### src/rtl/mc_ctrl_pkg.sv
// Shared definitions for the multicycle MIPS control sequencer.
// Holds FSM state codes, opcode/funct constants, ALUOp codes, datapath select
// encodings, the instruction-class enum produced by mc_decode, and a helper
// that maps an opcode/funct pair to its ALU operation.
package mc_ctrl_pkg;

  typedef enum logic [2:0] {
    StIf  = 3'd0,
    StId  = 3'd1,
    StExe = 3'd2,
    StMem = 3'd3,
    StWb  = 3'd4
  } state_e;

  // Opcodes
  localparam logic [5:0] OpRtype = 6'b000000;
  localparam logic [5:0] OpLw    = 6'b100011;
  localparam logic [5:0] OpSw    = 6'b101011;
  localparam logic [5:0] OpBeq   = 6'b000100;
  localparam logic [5:0] OpBne   = 6'b000101;
  localparam logic [5:0] OpAddi  = 6'b001000;
  localparam logic [5:0] OpOri   = 6'b001101;
  localparam logic [5:0] OpLui   = 6'b001111;
  localparam logic [5:0] OpJ     = 6'b000010;
  localparam logic [5:0] OpJal   = 6'b000011;

  // R-type funct codes
  localparam logic [5:0] FnAdd  = 6'b100000;
  localparam logic [5:0] FnSub  = 6'b100010;
  localparam logic [5:0] FnAnd  = 6'b100100;
  localparam logic [5:0] FnOr   = 6'b100101;
  localparam logic [5:0] FnSlt  = 6'b101010;
  localparam logic [5:0] FnSll  = 6'b000000;
  localparam logic [5:0] FnSrl  = 6'b000010;
  localparam logic [5:0] FnJr   = 6'b001000;
  localparam logic [5:0] FnJalr = 6'b001001;

  // ALUOp codes
  localparam logic [3:0] AluNop = 4'd0;
  localparam logic [3:0] AluAdd = 4'd1;
  localparam logic [3:0] AluSub = 4'd2;
  localparam logic [3:0] AluAnd = 4'd3;
  localparam logic [3:0] AluOr  = 4'd4;
  localparam logic [3:0] AluSlt = 4'd5;
  localparam logic [3:0] AluSll = 4'd6;
  localparam logic [3:0] AluSrl = 4'd7;
  localparam logic [3:0] AluLui = 4'd8;

  // NPCOp encodings
  localparam logic [1:0] NpcPc4    = 2'b00;
  localparam logic [1:0] NpcBranch = 2'b01;
  localparam logic [1:0] NpcJump   = 2'b10;
  localparam logic [1:0] NpcReg    = 2'b11;

  // WDSel encodings
  localparam logic [1:0] WdAlu = 2'b00;
  localparam logic [1:0] WdMem = 2'b01;
  localparam logic [1:0] WdPc  = 2'b10;

  // GPRSel encodings
  localparam logic [1:0] GprRd = 2'b00;
  localparam logic [1:0] GprRt = 2'b01;
  localparam logic [1:0] GprRa = 2'b10;

  typedef enum logic [3:0] {
    ClsRalu,
    ClsShift,
    ClsIalu,
    ClsLoad,
    ClsStore,
    ClsBranch,
    ClsJump,
    ClsJreg,
    ClsIllegal
  } instr_cls_e;

  function automatic logic [3:0] alu_op_of(input logic [5:0] op, input logic [5:0] funct);
    logic [3:0] res;
    res = AluNop;
    case (op)
      OpRtype: begin
        case (funct)
          FnAdd:   res = AluAdd;
          FnSub:   res = AluSub;
          FnAnd:   res = AluAnd;
          FnOr:    res = AluOr;
          FnSlt:   res = AluSlt;
          FnSll:   res = AluSll;
          FnSrl:   res = AluSrl;
          default: res = AluNop;
        endcase
      end
      OpLw, OpSw, OpAddi: res = AluAdd;
      OpBeq, OpBne:       res = AluSub;
      OpOri:              res = AluOr;
      OpLui:              res = AluLui;
      default:            res = AluNop;
    endcase
    return res;
  endfunction

endpackage

### src/rtl/mc_decode.sv
// Instruction classifier for mc_ctrl.
// Ports:
//   op_i    - opcode field
//   funct_i - funct field (meaningful for R-type only)
//   cls_o   - instruction class; unsupported encodings map to ClsIllegal
//   link_o  - instruction writes a return address (jal, jalr)
module mc_decode
  import mc_ctrl_pkg::*;
(
  input  logic [5:0] op_i,
  input  logic [5:0] funct_i,
  output instr_cls_e cls_o,
  output logic       link_o
);

  always_comb begin
    cls_o  = ClsIllegal;
    link_o = 1'b0;
    case (op_i)
      OpRtype: begin
        case (funct_i)
          FnAdd, FnSub, FnAnd, FnOr, FnSlt: cls_o = ClsRalu;
          FnSll, FnSrl:                     cls_o = ClsShift;
          FnJr:                             cls_o = ClsJreg;
          FnJalr: begin
            cls_o  = ClsJreg;
            link_o = 1'b1;
          end
          default: cls_o = ClsIllegal;
        endcase
      end
      OpLw:                 cls_o = ClsLoad;
      OpSw:                 cls_o = ClsStore;
      OpBeq, OpBne:         cls_o = ClsBranch;
      OpAddi, OpOri, OpLui: cls_o = ClsIalu;
      OpJ:                  cls_o = ClsJump;
      OpJal: begin
        cls_o  = ClsJump;
        link_o = 1'b1;
      end
      default: cls_o = ClsIllegal;
    endcase
  end

endmodule

### src/rtl/mc_ctrl.sv
// Multicycle control sequencer for the MIPS datapath.
// Steps each instruction through IF/ID/EXE/MEM/WB and drives datapath selects
// and write enables combinationally from State, Op, Funct and Zero.
// Ports:
//   clk, rst         - clock (rising edge), synchronous active-high reset
//   Op, Funct, Zero  - instruction fields and ALU zero flag
//   MemReady         - memory handshake (only used with MC_CTRL_MEMWAIT_EN)
//   PCWrite..GPRSel  - datapath enables and selects
//   State            - current FSM state (debug)
//   InstrDone        - pulse in the final cycle of each instruction
//   InstrCnt         - retired-instruction counter, wraps
//   Err              - sticky memory timeout flag
// Build option: MC_CTRL_MEMWAIT_EN enables MemReady wait states and timeout.
module mc_ctrl #(
  parameter int unsigned CNT_W       = 32,
  parameter int unsigned MEM_TIMEOUT = 15
) (
  input  logic             clk,
  input  logic             rst,
  input  logic [5:0]       Op,
  input  logic [5:0]       Funct,
  input  logic             Zero,
  input  logic             MemReady,
  output logic             PCWrite,
  output logic             IRWrite,
  output logic             IorD,
  output logic             MemRead,
  output logic             MemWrite,
  output logic             RegWrite,
  output logic             EXTOp,
  output logic [3:0]       ALUOp,
  output logic             ALUSrcA,
  output logic             ALUSrcB,
  output logic [1:0]       NPCOp,
  output logic [1:0]       WDSel,
  output logic [1:0]       GPRSel,
  output logic [2:0]       State,
  output logic             InstrDone,
  output logic [CNT_W-1:0] InstrCnt,
  output logic             Err
);
  import mc_ctrl_pkg::*;

  state_e           state_q, state_d;
  instr_cls_e       cls;
  logic             link;
  logic [CNT_W-1:0] cnt_q;
  logic             mem_ok;
  logic [3:0]       alu_op;
  logic             ext_op, src_a, src_b;

  mc_decode u_decode (
    .op_i    (Op),
    .funct_i (Funct),
    .cls_o   (cls),
    .link_o  (link)
  );

  assign alu_op = alu_op_of(Op, Funct);
  assign ext_op = (Op == OpAddi) || (cls inside {ClsLoad, ClsStore, ClsBranch});
  assign src_a  = (cls == ClsShift);
  assign src_b  = cls inside {ClsIalu, ClsLoad, ClsStore};

`ifdef MC_CTRL_MEMWAIT_EN
  localparam int unsigned WaitW = $clog2(MEM_TIMEOUT + 1);
  logic [WaitW-1:0] wait_q, wait_d;
  logic             err_q, timeout;
  assign mem_ok = MemReady;
  assign Err    = err_q;
`else
  logic unused_memwait;
  assign unused_memwait = MemReady ^ (MEM_TIMEOUT == 0);
  assign mem_ok = 1'b1;
  assign Err    = 1'b0;
`endif

  always_comb begin
    state_d   = state_q;
    PCWrite   = 1'b0;
    IRWrite   = 1'b0;
    IorD      = 1'b0;
    MemRead   = 1'b0;
    MemWrite  = 1'b0;
    RegWrite  = 1'b0;
    EXTOp     = 1'b0;
    ALUOp     = AluNop;
    ALUSrcA   = 1'b0;
    ALUSrcB   = 1'b0;
    NPCOp     = NpcPc4;
    WDSel     = WdAlu;
    GPRSel    = GprRd;
    InstrDone = 1'b0;

    // Operand selects persist past EXE so the ALU result is stable for MEM/WB.
    if (state_q inside {StExe, StMem, StWb}) begin
      ALUOp   = alu_op;
      EXTOp   = ext_op;
      ALUSrcA = src_a;
      ALUSrcB = src_b;
    end

    case (state_q)
      StIf: begin
        MemRead = 1'b1;
        if (mem_ok) begin
          IRWrite = 1'b1;
          PCWrite = 1'b1;
          state_d = StId;
        end
      end
      StId: begin
        case (cls)
          ClsJump, ClsJreg: begin
            PCWrite   = 1'b1;
            NPCOp     = (cls == ClsJump) ? NpcJump : NpcReg;
            InstrDone = 1'b1;
            if (link) begin
              RegWrite = 1'b1;
              WDSel    = WdPc;
              GPRSel   = (cls == ClsJump) ? GprRa : GprRd;
            end
            state_d = StIf;
          end
          ClsIllegal: begin
            InstrDone = 1'b1;
            state_d   = StIf;
          end
          default: state_d = StExe;
        endcase
      end
      StExe: begin
        case (cls)
          ClsBranch: begin
            NPCOp     = NpcBranch;
            // Op[0] distinguishes bne from beq.
            PCWrite   = Op[0] ? ~Zero : Zero;
            InstrDone = 1'b1;
            state_d   = StIf;
          end
          ClsLoad, ClsStore: state_d = StMem;
          default:           state_d = StWb;
        endcase
      end
      StMem: begin
        IorD    = 1'b1;
        MemRead = (cls == ClsLoad);
        if (mem_ok) begin
          if (cls == ClsStore) begin
            MemWrite  = 1'b1;
            InstrDone = 1'b1;
            state_d   = StIf;
          end else begin
            state_d = StWb;
          end
        end
      end
      StWb: begin
        RegWrite  = 1'b1;
        InstrDone = 1'b1;
        GPRSel    = (cls inside {ClsIalu, ClsLoad}) ? GprRt : GprRd;
        WDSel     = (cls == ClsLoad) ? WdMem : WdAlu;
        state_d   = StIf;
      end
      default: state_d = StIf;
    endcase

`ifdef MC_CTRL_MEMWAIT_EN
    wait_d  = '0;
    timeout = 1'b0;
    if ((state_q == StIf || state_q == StMem) && !MemReady) begin
      if (wait_q == WaitW'(MEM_TIMEOUT - 1)) begin
        timeout = 1'b1;
        state_d = StIf;
      end else begin
        wait_d = wait_q + 1'b1;
      end
    end
`endif

    if (rst) begin
      PCWrite   = 1'b0;
      IRWrite   = 1'b0;
      MemRead   = 1'b0;
      MemWrite  = 1'b0;
      RegWrite  = 1'b0;
      InstrDone = 1'b0;
    end
  end

  always_ff @(posedge clk) begin
    if (rst) begin
      state_q <= StIf;
      cnt_q   <= '0;
    end else begin
      state_q <= state_d;
      if (InstrDone) cnt_q <= cnt_q + 1'b1;
    end
  end

`ifdef MC_CTRL_MEMWAIT_EN
  always_ff @(posedge clk) begin
    if (rst) begin
      wait_q <= '0;
      err_q  <= 1'b0;
    end else begin
      wait_q <= wait_d;
      if (timeout) err_q <= 1'b1;
    end
  end
`endif

  assign State    = state_q;
  assign InstrCnt = cnt_q;

endmodule

### config.mk
export PLATFORM = sky130hd
export DESIGN_NAME = mc_ctrl
export DESIGN_NICKNAME = d
export VERILOG_FILES = /design/src/rtl/mc_ctrl_pkg.sv /design/src/rtl/mc_decode.sv /design/src/rtl/mc_ctrl.sv
export SDC_FILE = /design/constraint.sdc
export NUM_CORES = 1
export LEC_CHECK = 0
export ABC_CLOCK_PERIOD_IN_PS = 4200
export BUFFER_PORTS_ARGS = -buffer_cell sky130_fd_sc_hd__buf_2
export CAP_MARGIN = 15
export CORE_MARGIN = 8
export CORE_UTILIZATION = 55
export DETAILED_ROUTE_END_ITERATION = 6
export GPL_TIMING_DRIVEN = 1
export PLACE_DENSITY = 0.93
export SLEW_MARGIN = 30
export SYNTH_ARGS = -nofsm -noshare
export SYNTH_HDL_FRONTEND = slang
export SYNTH_SLANG_ARGS = --single-unit
### constraint.sdc
create_clock -name clk -period 4.2 [get_ports clk]
set_input_delay 0.84 -clock clk [delete_from_list [all_inputs] [get_ports clk]]
set_output_delay 0.84 -clock clk [all_outputs]
set_load 0.03 [all_outputs]
# Word-level counts from Yosys, hierarchy flattened
# Cells that the tools add are included.
[totals]
output_inout_bits = 56
regBits = 35
inputBits = 16
wordCells = 99
[classes]
n_mux = 48
addsub = 1
reduce_logical = 18
n_bitwise = 1
eq_ne = 29
[op_table]
columns = ["operator", "n"]
rows = [
  ["$eq A6 B6 Y1 const B", 7],
  ["$add A32 B1 Y32 const B", 1],
  ["$eq A6 B4 Y1 const B", 5],
  ["$mux W1", 25],
  ["$pmux W4 S6", 1],
  ["$pmux W3 S7", 1],
  ["$pmux W4 S5", 1],
  ["$eq A6 B2 Y1 const B", 3],
  ["$eq A4 B3 Y1 const B", 4],
  ["$mux W2", 7],
  ["$eq A6 B3 Y1 const B", 2],
  ["$logic_not A6 Y1", 2],
  ["$pmux W2 S2", 3],
  ["$pmux W3 S4", 1],
  ["$pmux W4 S3", 1],
  ["$reduce_or A2 Y1", 6],
  ["$reduce_bool A3 Y1", 3],
  ["$reduce_or A3 Y1", 3],
  ["$eq A4 B2 Y1 const B", 2],
  ["$eq A3 B2 Y1 const B", 2],
  ["$pmux W1 S2", 3],
  ["$pmux W3 S2", 1],
  ["$reduce_or A5 Y1", 1],
  ["$eq A4 B1 Y1 const B", 1],
  ["11 further kinds", 11],
]

# Longest topological paths before layout
# Gate-level depths: netlist of run 1.
[logic_depth]
ltp_word = 9
ltp_mapped = 8
mapped_depth_nobuf = 6

# By module
# A second synthesis of run 1 with hierarchy kept.
[hier_totals]
cells_unflattened = 328
hier_area_um2 = 2439.8
[modules_own_cells]
columns = ["module", "area_each_um2", "n_inst", "seq_area_each_um2", "cells_per_inst"]
rows = [
  ["mc_ctrl", 2180.8, 1, 700.7, 290],
  ["mc_decode", 259.0, 1, 0.0, 38],
]

# Worst setup path before layout of run 1
# No wires, ideal clock.
[synth_path]
kind = "input port to output port"
from = "input Op[2]"
to = "output ALUOp[1]"
arrival_ns = 2.699
cell_stages = 6
n_path_buf = 1
required_ns = 3.360
path_slack_ns = 0.661
cell_sequence = "buf_4 nor4_4 nand2_1 or2_2 or4_1 a21oi_1"
[synth_via]
elab_chain_cells = 4
elab_cells_between_ends = 12
cone_classes = "eq/ne: 7; mux: 2; reduce/logical: 3"
[synth_rtl]
columns = ["item", "line", "text"]
rows = [
  ["start, declared", "mc_ctrl.sv:20", "input logic [5:0] Op,"],
  ["$eq A6 B4 Y1 (tied with other cells)", "mc_ctrl_pkg.sv:80", "case (op)"],
  ["$reduce_or A3 Y1 / $reduce_or A2 Y1 (equally long branches)", "mc_ctrl_pkg.sv:80", ""],
  ["$pmux W4 S5 (*)", "mc_ctrl_pkg.sv:80", ""],
  ["$mux W4 (*)", "mc_ctrl.sv:95", "if (state_q inside {StExe, StMem, StWb}) begin"],
  ["end, declared", "mc_ctrl.sv:31", "output logic [3:0] ALUOp,"],
]
# Every way passes the cells marked *; elsewhere a longest branch is shown, timed or not.

# Final worst setup path of run 1
[layout_path]
from = "input Op[3]"
to = "output ALUSrcA"
[layout_via]
elab_chain_cells = 5
elab_cells_between_ends = 16
cone_classes = "eq/ne: 10; mux: 2; reduce/logical: 4"
[layout_rtl]
columns = ["item", "line", "text"]
rows = [
  ["$eq A6 B4 Y1 (tied with other cells)", "mc_decode.sv:19", "case (op_i)"],
  ["$reduce_or A3 Y1 (tied with other cells)", "mc_decode.sv:19", ""],
  ["$pmux W4 S6 (*)", "mc_decode.sv:19", ""],
  ["$eq A4 B1 Y1 (*)", "mc_ctrl.sv:61", "assign src_a = (cls == ClsShift);"],
  ["$mux W1 (*)", "mc_ctrl.sv:95", ""],
  ["end, declared", "mc_ctrl.sv:32", "output logic ALUSrcA,"],
]
# Marked as above.

==> impl_metrics.csv, run 1 <==
group,metric,value,unit
sta,fmax,275,MHz
clock_network,ctsHoldBuffers,0,
yosys,syn_area_per_cell,7.90,µm²
routing,drt_iter0_drc,264,
yosys,synth_seq_area_share,24.9,%
yosys,synth.largest_area_cell,"dfxtp_1",
placed_design,port_buffers,69,
clock_network,post_cts.repair.setup_buffers,0,
grt,grt_pass1_vias,2664,
grt,antenna_found_initial,0,
min_path,hp-start,"InstrCnt[1]$_SDFFE_PP0P_",
min_path,hold_path.class,"reg -> reg",
routing,drtPass1Iterations,5,
clock_network,clockBufferDepth,2,
critical_path,cp_top_family,"simple AND/OR/NAND/NOR gates",
run,cap_violations,0,
pwr,ir_drop,0.115,mV
critical_path,crit_path_max_incr_delay,0.42,ns
critical_path,crit_path_cell_trace,"buf_2, nor4_4, nand2_1, or2_2, o221ai_1, and3_1, and3_1, buf_2",
floorplanning,initial_core_util,56.1,%
routing,ant_nets,0,
yosys,synth_edf_count,0,
sta,finalMaxSlewViolations,0,
yosys,syn_area,2810,µm²
critical_path,setup.worst_path.end_class,"output port",
floorplanning,die_y,87.5,µm
critical_path,r2r-start,"InstrCnt[3]$_SDFFE_PP0P_",
min_path,min_path_cells,2,
layout,areaGrowthSynthToFinish,13.5,%
pwr,p_total,0.701,mW
clock_network,h-tree-depth,2,
clock_network,cts_resized,0,
yosys,synth_top_area_share,24.9,%
yosys,ys.flop_type,"dfxtp_1",
critical_path,path_buf_inv,2,
yosys,ys_ff_latch,35,
critical_path,r2r_cells,5,
routing,routed-via-count,2815,
routing,routed_via_density,5.89,
layout,multiInputGateArea,1930,µm²
floorplanning,io_pins,72,
floorplanning,die_w,87.5,µm
sta,period_share,86.4,%
run_status,run_status,"complete, no violations",
yosys,synth.area.top_cells,"dfxtp_1, nor2b_1, nor2_1",
floorplanning,dieArea,7660,µm²
yosys,synthCells,356,
grt,grt.total_usage,19.2,%
placed_design,dp_hpwl,5200,µm
yosys,synth_cell_type_count,56,
critical_path,worst_r2r_endpoint,"InstrCnt[15]$_SDFFE_PP0P_",
floorplanning,coreArea,5010,µm²
layout,nFillCells,450,
critical_path,slowest_stage,"nor4_4",
sta,hold_viol,0,
clock_network,cts_tree,"built",
sta,finalSetupTns,0,ns
critical_path,arrival,2.79,ns
yosys,syn-num-nets,373,
grt,overflow,0,
clock_network,cts_sinks,35,
critical_path,cp-start-kind,"input port",
sta,period_needed,3.63,ns
sta,rsz0062_at_grt,"no",
grt,grt_pass1_wl,12100,µm
pwr,p_leak,1.39,nW
sta,worst_pin_slew,0.858,ns
clock_network,cts-buffers-inserted,5,
clock_network,cts_root_buf,"clkbuf_8",
yosys,synth_most_common_cell,"nor2_1",
critical_path,rrSetupSlack,1.82,ns
critical_path,worst-setup-path-type,"in -> out",
yosys,async_reset_ff_share,0,%
sta,skew,0.00751,ns
grt,grt_max_degree,57,
clock_network,path_clk_slew,0.07,ns
layout,ff_latch_area,701,µm²
clock_network,insertion_delay,0.29,ns
critical_path,crit_path_max_fanout,14,
floorplanning,fp-row-count,26,
yosys,ys_top_cells_by_count,"nor2_1, dfxtp_1, nor2b_1, a21oi_1, nand3_1",
routing,drc,0,
critical_path,required,3.36,ns
layout,nNetsFinal,423,
routing,routedWlPerCell,15.0,µm
placed_design,gp_congestion,0.864,
yosys,yosysWarnings,0,
sta,slew_headroom,42.8,%
sta,setup_viol_count_final,0,
min_path,hold-path-endpoint,"InstrCnt[1]$_SDFFE_PP0P_",
pwr,powerDensity,219,nW/µm²
layout,drive_above_1_share,29.7,%
routing,drt-total-wl,7190,µm
==> per-stage QoR <==
step | utilization, % | worst slack (ns) | std cells | area [µm²] | hold slack, ns
final | 63.7 | 0.570 | 478 | 3190 | 0.504
after global routing | 63.7 | 0.475 | 477 | 3190 | 0.542
after CTS | 63.7 | 0.594 | 477 | 3190 | 0.507
after detailed placement | 62.0 | 0.596 | 469 | 3110 | 0.494
after global placement | 62.0 | 0.654 | 469 | 3110 | 0.486
after floorplan | - | 0.661 | 356 | 2810 | 0.612
==> cell type report <==
class	instances	share of cell area, %
Timing Repair Buffer	72	11.5
Multi-Input combinational cell	288	60.6
Sequential cell	35	21.9
Tap cell	70	2.74
Antenna cell	1	0.0784
Clock inverter	2	0.392
Inverter	4	0.470
Clock buffer	6	2.27
==> layout by cell type, fill, tap and decap left out, types with 4 or more instances in the layout <==
master     n
a21oi_1   26
a21oi_2   15
and2_1     8
and3_1    14
buf_2     69
clkbuf_8   5
dfxtp_1   35
inv_1      4
mux2_1    14
mux2_2     5
mux2_4    11
nand2_1   14
nand2b_1   4
nand3_1   22
nand4_1   14
nor2_1    51
nor2b_1   34
nor3_1     5
==> how the worst max path moves through the flow <==
stage / start / end / slack, ns / cells after the start
after floorplan: Op[2] / ALUOp[1] / 0.66 / 6
final: Op[3] / ALUSrcA / 0.57 / 8
after CTS: Op[3] / ALUSrcA / 0.59 / 8
after global routing: Op[3] / ALUSrcA / 0.48 / 8
after detailed placement: Op[3] / ALUSrcA / 0.60 / 8
after global placement: Op[3] / ALUSrcA / 0.65 / 8
==> per-layer routing <==
metal  up-vias  GRT usage [%]  share of wire [%]
met5         -              0                  0
met3        10           4.81                6.6
met2       104           32.8                 50
met4         0           7.97                1.3
met1      1338           22.3                 42
li1       1363              -                  -
==> sequential cells by signal, summed over array words and instances (netlist names) <==
| signal | count |
|---|---|
| InstrCnt | 32 |
| State | 3 |
==> where the power goes <==
part           internal (mW)  switching, mW  leakage, nW
Sequential             0.334        0.00539        0.282
Clock                  0.116          0.129       0.0412
Combinational         0.0363         0.0799         1.06
==> worst min-delay path: stages (launching register included) <==
cell	delay [ns]
dfxtp_1	0.34
nand3_1	0.07
a21oi_1	0.05
==> kinds of logic after synthesis <==
| family | after synthesis | synth area share (%) |
|---|---|---|
| xor gates and xnor gates | 3 | 0.934 |
| AOI/OAI and AO/OA | 66 | 17.1 |
| and+or+nand+nor | 186 | 36.2 |
| other | 1 | 0.133 |
| muxes | 31 | 14.0 |
| adders and majority gates | 1 | 0.445 |
| DFF | 35 | 24.9 |
| buffers and inverters | 33 | 6.32 |
(Power assumes the default switching activity.)
==> run 2, diff against run 1 <==
ABC_CLOCK_PERIOD_IN_PS = 3100   (was 4200)
CORE_UTILIZATION = 49   (was 55)
PLACE_DENSITY = 0.89   (was 0.93)
clock period = 3.1 ns   (was 4.2 ns; I/O delays follow)
==> impl_metrics.csv, run 2 (synthesis results as in run 1) <==
group,metric,value,unit
run_status,run_status,"complete, no violations",
layout,n_antenna_cell,0,
critical_path,r2r-start,"InstrCnt[7]$_SDFFE_PP0P_",
critical_path,slowest_stage,"or4_1",
min_path,hold-path-endpoint,"InstrCnt[1]$_SDFFE_PP0P_",
layout,layout_commonest_cell,"buf_2",
pwr,powerDensity,318,nW/µm²
sta,finalMaxSlewViolations,0,
sta,rsz0062_at_grt,"no",
grt,overflow,0,
grt,grt_pass1_wl,11600,µm
placed_design,placed_area,3190,µm²
clock_network,cts_sinks,35,
pwr,ir_drop,0.188,mV
pwr,p_leak,1.45,nW
routing,drc,0,
sta,slew_headroom,63.8,%
critical_path,required,2.48,ns
floorplanning,die_w,91.8,µm
routing,drtPass1Iterations,4,
clock_network,h-tree-depth,2,
clock_network,ctsHoldBuffers,0,
run,cap_violations,0,
routing,routed-via-count,2777,
sta,finalSetupTns,0,ns
placed_design,gp_congestion,0.907,
layout,nFillCells,490,
layout,final_cell_mix,"buf_2, nor2_1, dfxtp_1, nor2b_1, a21oi_1",
pwr,combPwrFrac,15.6,%
routing,routed.top_layer,"met4",
min_path,hold_path.class,"reg -> reg",
layout,finish.utilization,59.6,%
sta,fmax,342,MHz
floorplanning,io_pins,72,
critical_path,r2r_cells,6,
critical_path,crit_path_frequent_cell,"buf_2",
grt,grt_pass1_vias,2642,
critical_path,crit_path_max_fanout,10,
sta,setup_slack,0.175,ns
floorplanning,fp-row-count,27,
layout,areaGrowthSynthToFinish,17.4,%
clock_network,cts-buffers-inserted,5,
routing,ant_nets,0,
grt,grt_max_degree,56,
grt,grt.total_usage,16.1,%
routing,wl_met1,3130,µm
clock_network,post_cts.repair.setup_buffers,0,
critical_path,worst_r2r_endpoint,"InstrCnt[30]$_SDFFE_PP0P_",
sta,period_needed,2.93,ns
layout,post-route-cell-area,3300,µm²
placed_design,dp_hpwl,5140,µm
critical_path,setup.worst_path.end_class,"output port",
placed_design,post-place-ws,0.182,ns
routing,dr_wl_met3,386,µm
min_path,min_path_cells,2,
layout,largest_register_ffs,32,
critical_path,cp-start-kind,"input port",
clock_network,cts_resized,0,
critical_path,crit_path_max_incr_delay,0.48,ns
sta,worst_pin_slew,0.543,ns
critical_path,crit_path_cell_trace,"buf_2, nor4_4, nand2_1, or2_2, or4_1, a21oi_1, buf_2",
sta,whs,0.499,ns
placed_design,port_buffers,69,
critical_path,worst-setup-path-type,"in -> out",
routing,route.met2.wl,3540,µm
layout,nNetsFinal,430,
sta,skew,0.0110,ns
sta,setup_viol_count_final,0,
critical_path,arrival,2.31,ns
clock_network,insertion_delay,0.29,ns
sta,hold_viol,0,
routing,routed_via_density,5.71,
pwr,clkPwrFrac,40.6,%
pwr,p_seq_share,43.8,%
critical_path,rrSetupSlack,0.80,ns
floorplanning,coreArea,5540,µm²
layout,drive_above_1_share,31.2,%
pwr,p_sw_share,26.8,%
routing,routedWlPerCell,14.7,µm
floorplanning,dieArea,8420,µm²
clock_network,clockBufferDepth,2,
routing,drt-total-wl,7130,µm
sta,period_share,94.4,%
clock_network,path_clk_slew,0.06,ns
floorplanning,die_y,91.8,µm
min_path,hp-start,"InstrCnt[1]$_SDFFE_PP0P_",
clock_network,cts_tree,"built",
pwr,p_int,0.770,mW
routing,drt_iter0_drc,184,
clock_network,cts_root_buf,"clkbuf_8",
pwr,p_switching,0.282,mW
floorplanning,initial_core_util,50.8,%
grt,antenna_found_initial,0,
[run 2: critical path, delay by kind of cell]
| family | cells | cell delay [ns] |
|---|---|---|
| buffers and inverters | 2 | 0.37 |
| AOI/OAI and AO/OA | 1 | 0.15 |
| and+or+nand+nor | 4 | 1.15 |
[run 2: cell type report]
type,instances,area [µm²],share of cell area (%)
Timing Repair Buffer,79,445,13.5
Clock buffer,6,82.6,2.50
Multi-Input combinational cell,288,1930,58.6
Tap cell,72,90.1,2.73
Inverter,4,15.0,0.455
Clock inverter,2,35.0,1.06
Sequential cell,35,701,21.2
[run 2: worst max-delay path by stage]
| stage | from | end | cells after the start |
|---|---|---|---|
| 2_1_floorplan | Op[2] | ALUOp[1] | 6 |
| 3_3_place_gp | Op[2] | ALUOp[1] | 7 |
| 3_5_place_dp | Op[2] | ALUOp[1] | 7 |
| 4_1_cts | Op[2] | ALUOp[1] | 7 |
| 5_1_grt | Op[2] | ALUOp[1] | 7 |
| 6_report | Op[2] | ALUOp[1] | 7 |
[run 2: metal layers]
layer	vias to the layer above	track usage, %
li1	1377	-
met1	1296	18.5
met2	97	28.8
met3	7	3.26
met4	0	5.37
met5	-	0
[run 2: per-stage QoR]
stage | power [mW] | std cells
2_1_floorplan | 0.596 | 356
3_3_place_gp | 0.630 | 478
3_5_place_dp | 0.633 | 478
4_1_cts | 1.06 | 486
5_1_grt | 1.09 | 486
6_report | 1.05 | 486
[run 2: power groups by stage]
stage | sequential (mW) | combinational, mW | clock, mW
after floorplan | 0.474 | 0.121 | 0
after global placement | 0.471 | 0.159 | 0
after detailed placement | 0.471 | 0.163 | 0
after CTS | 0.460 | 0.164 | 0.436
after global routing | 0.461 | 0.179 | 0.452
final | 0.460 | 0.164 | 0.427
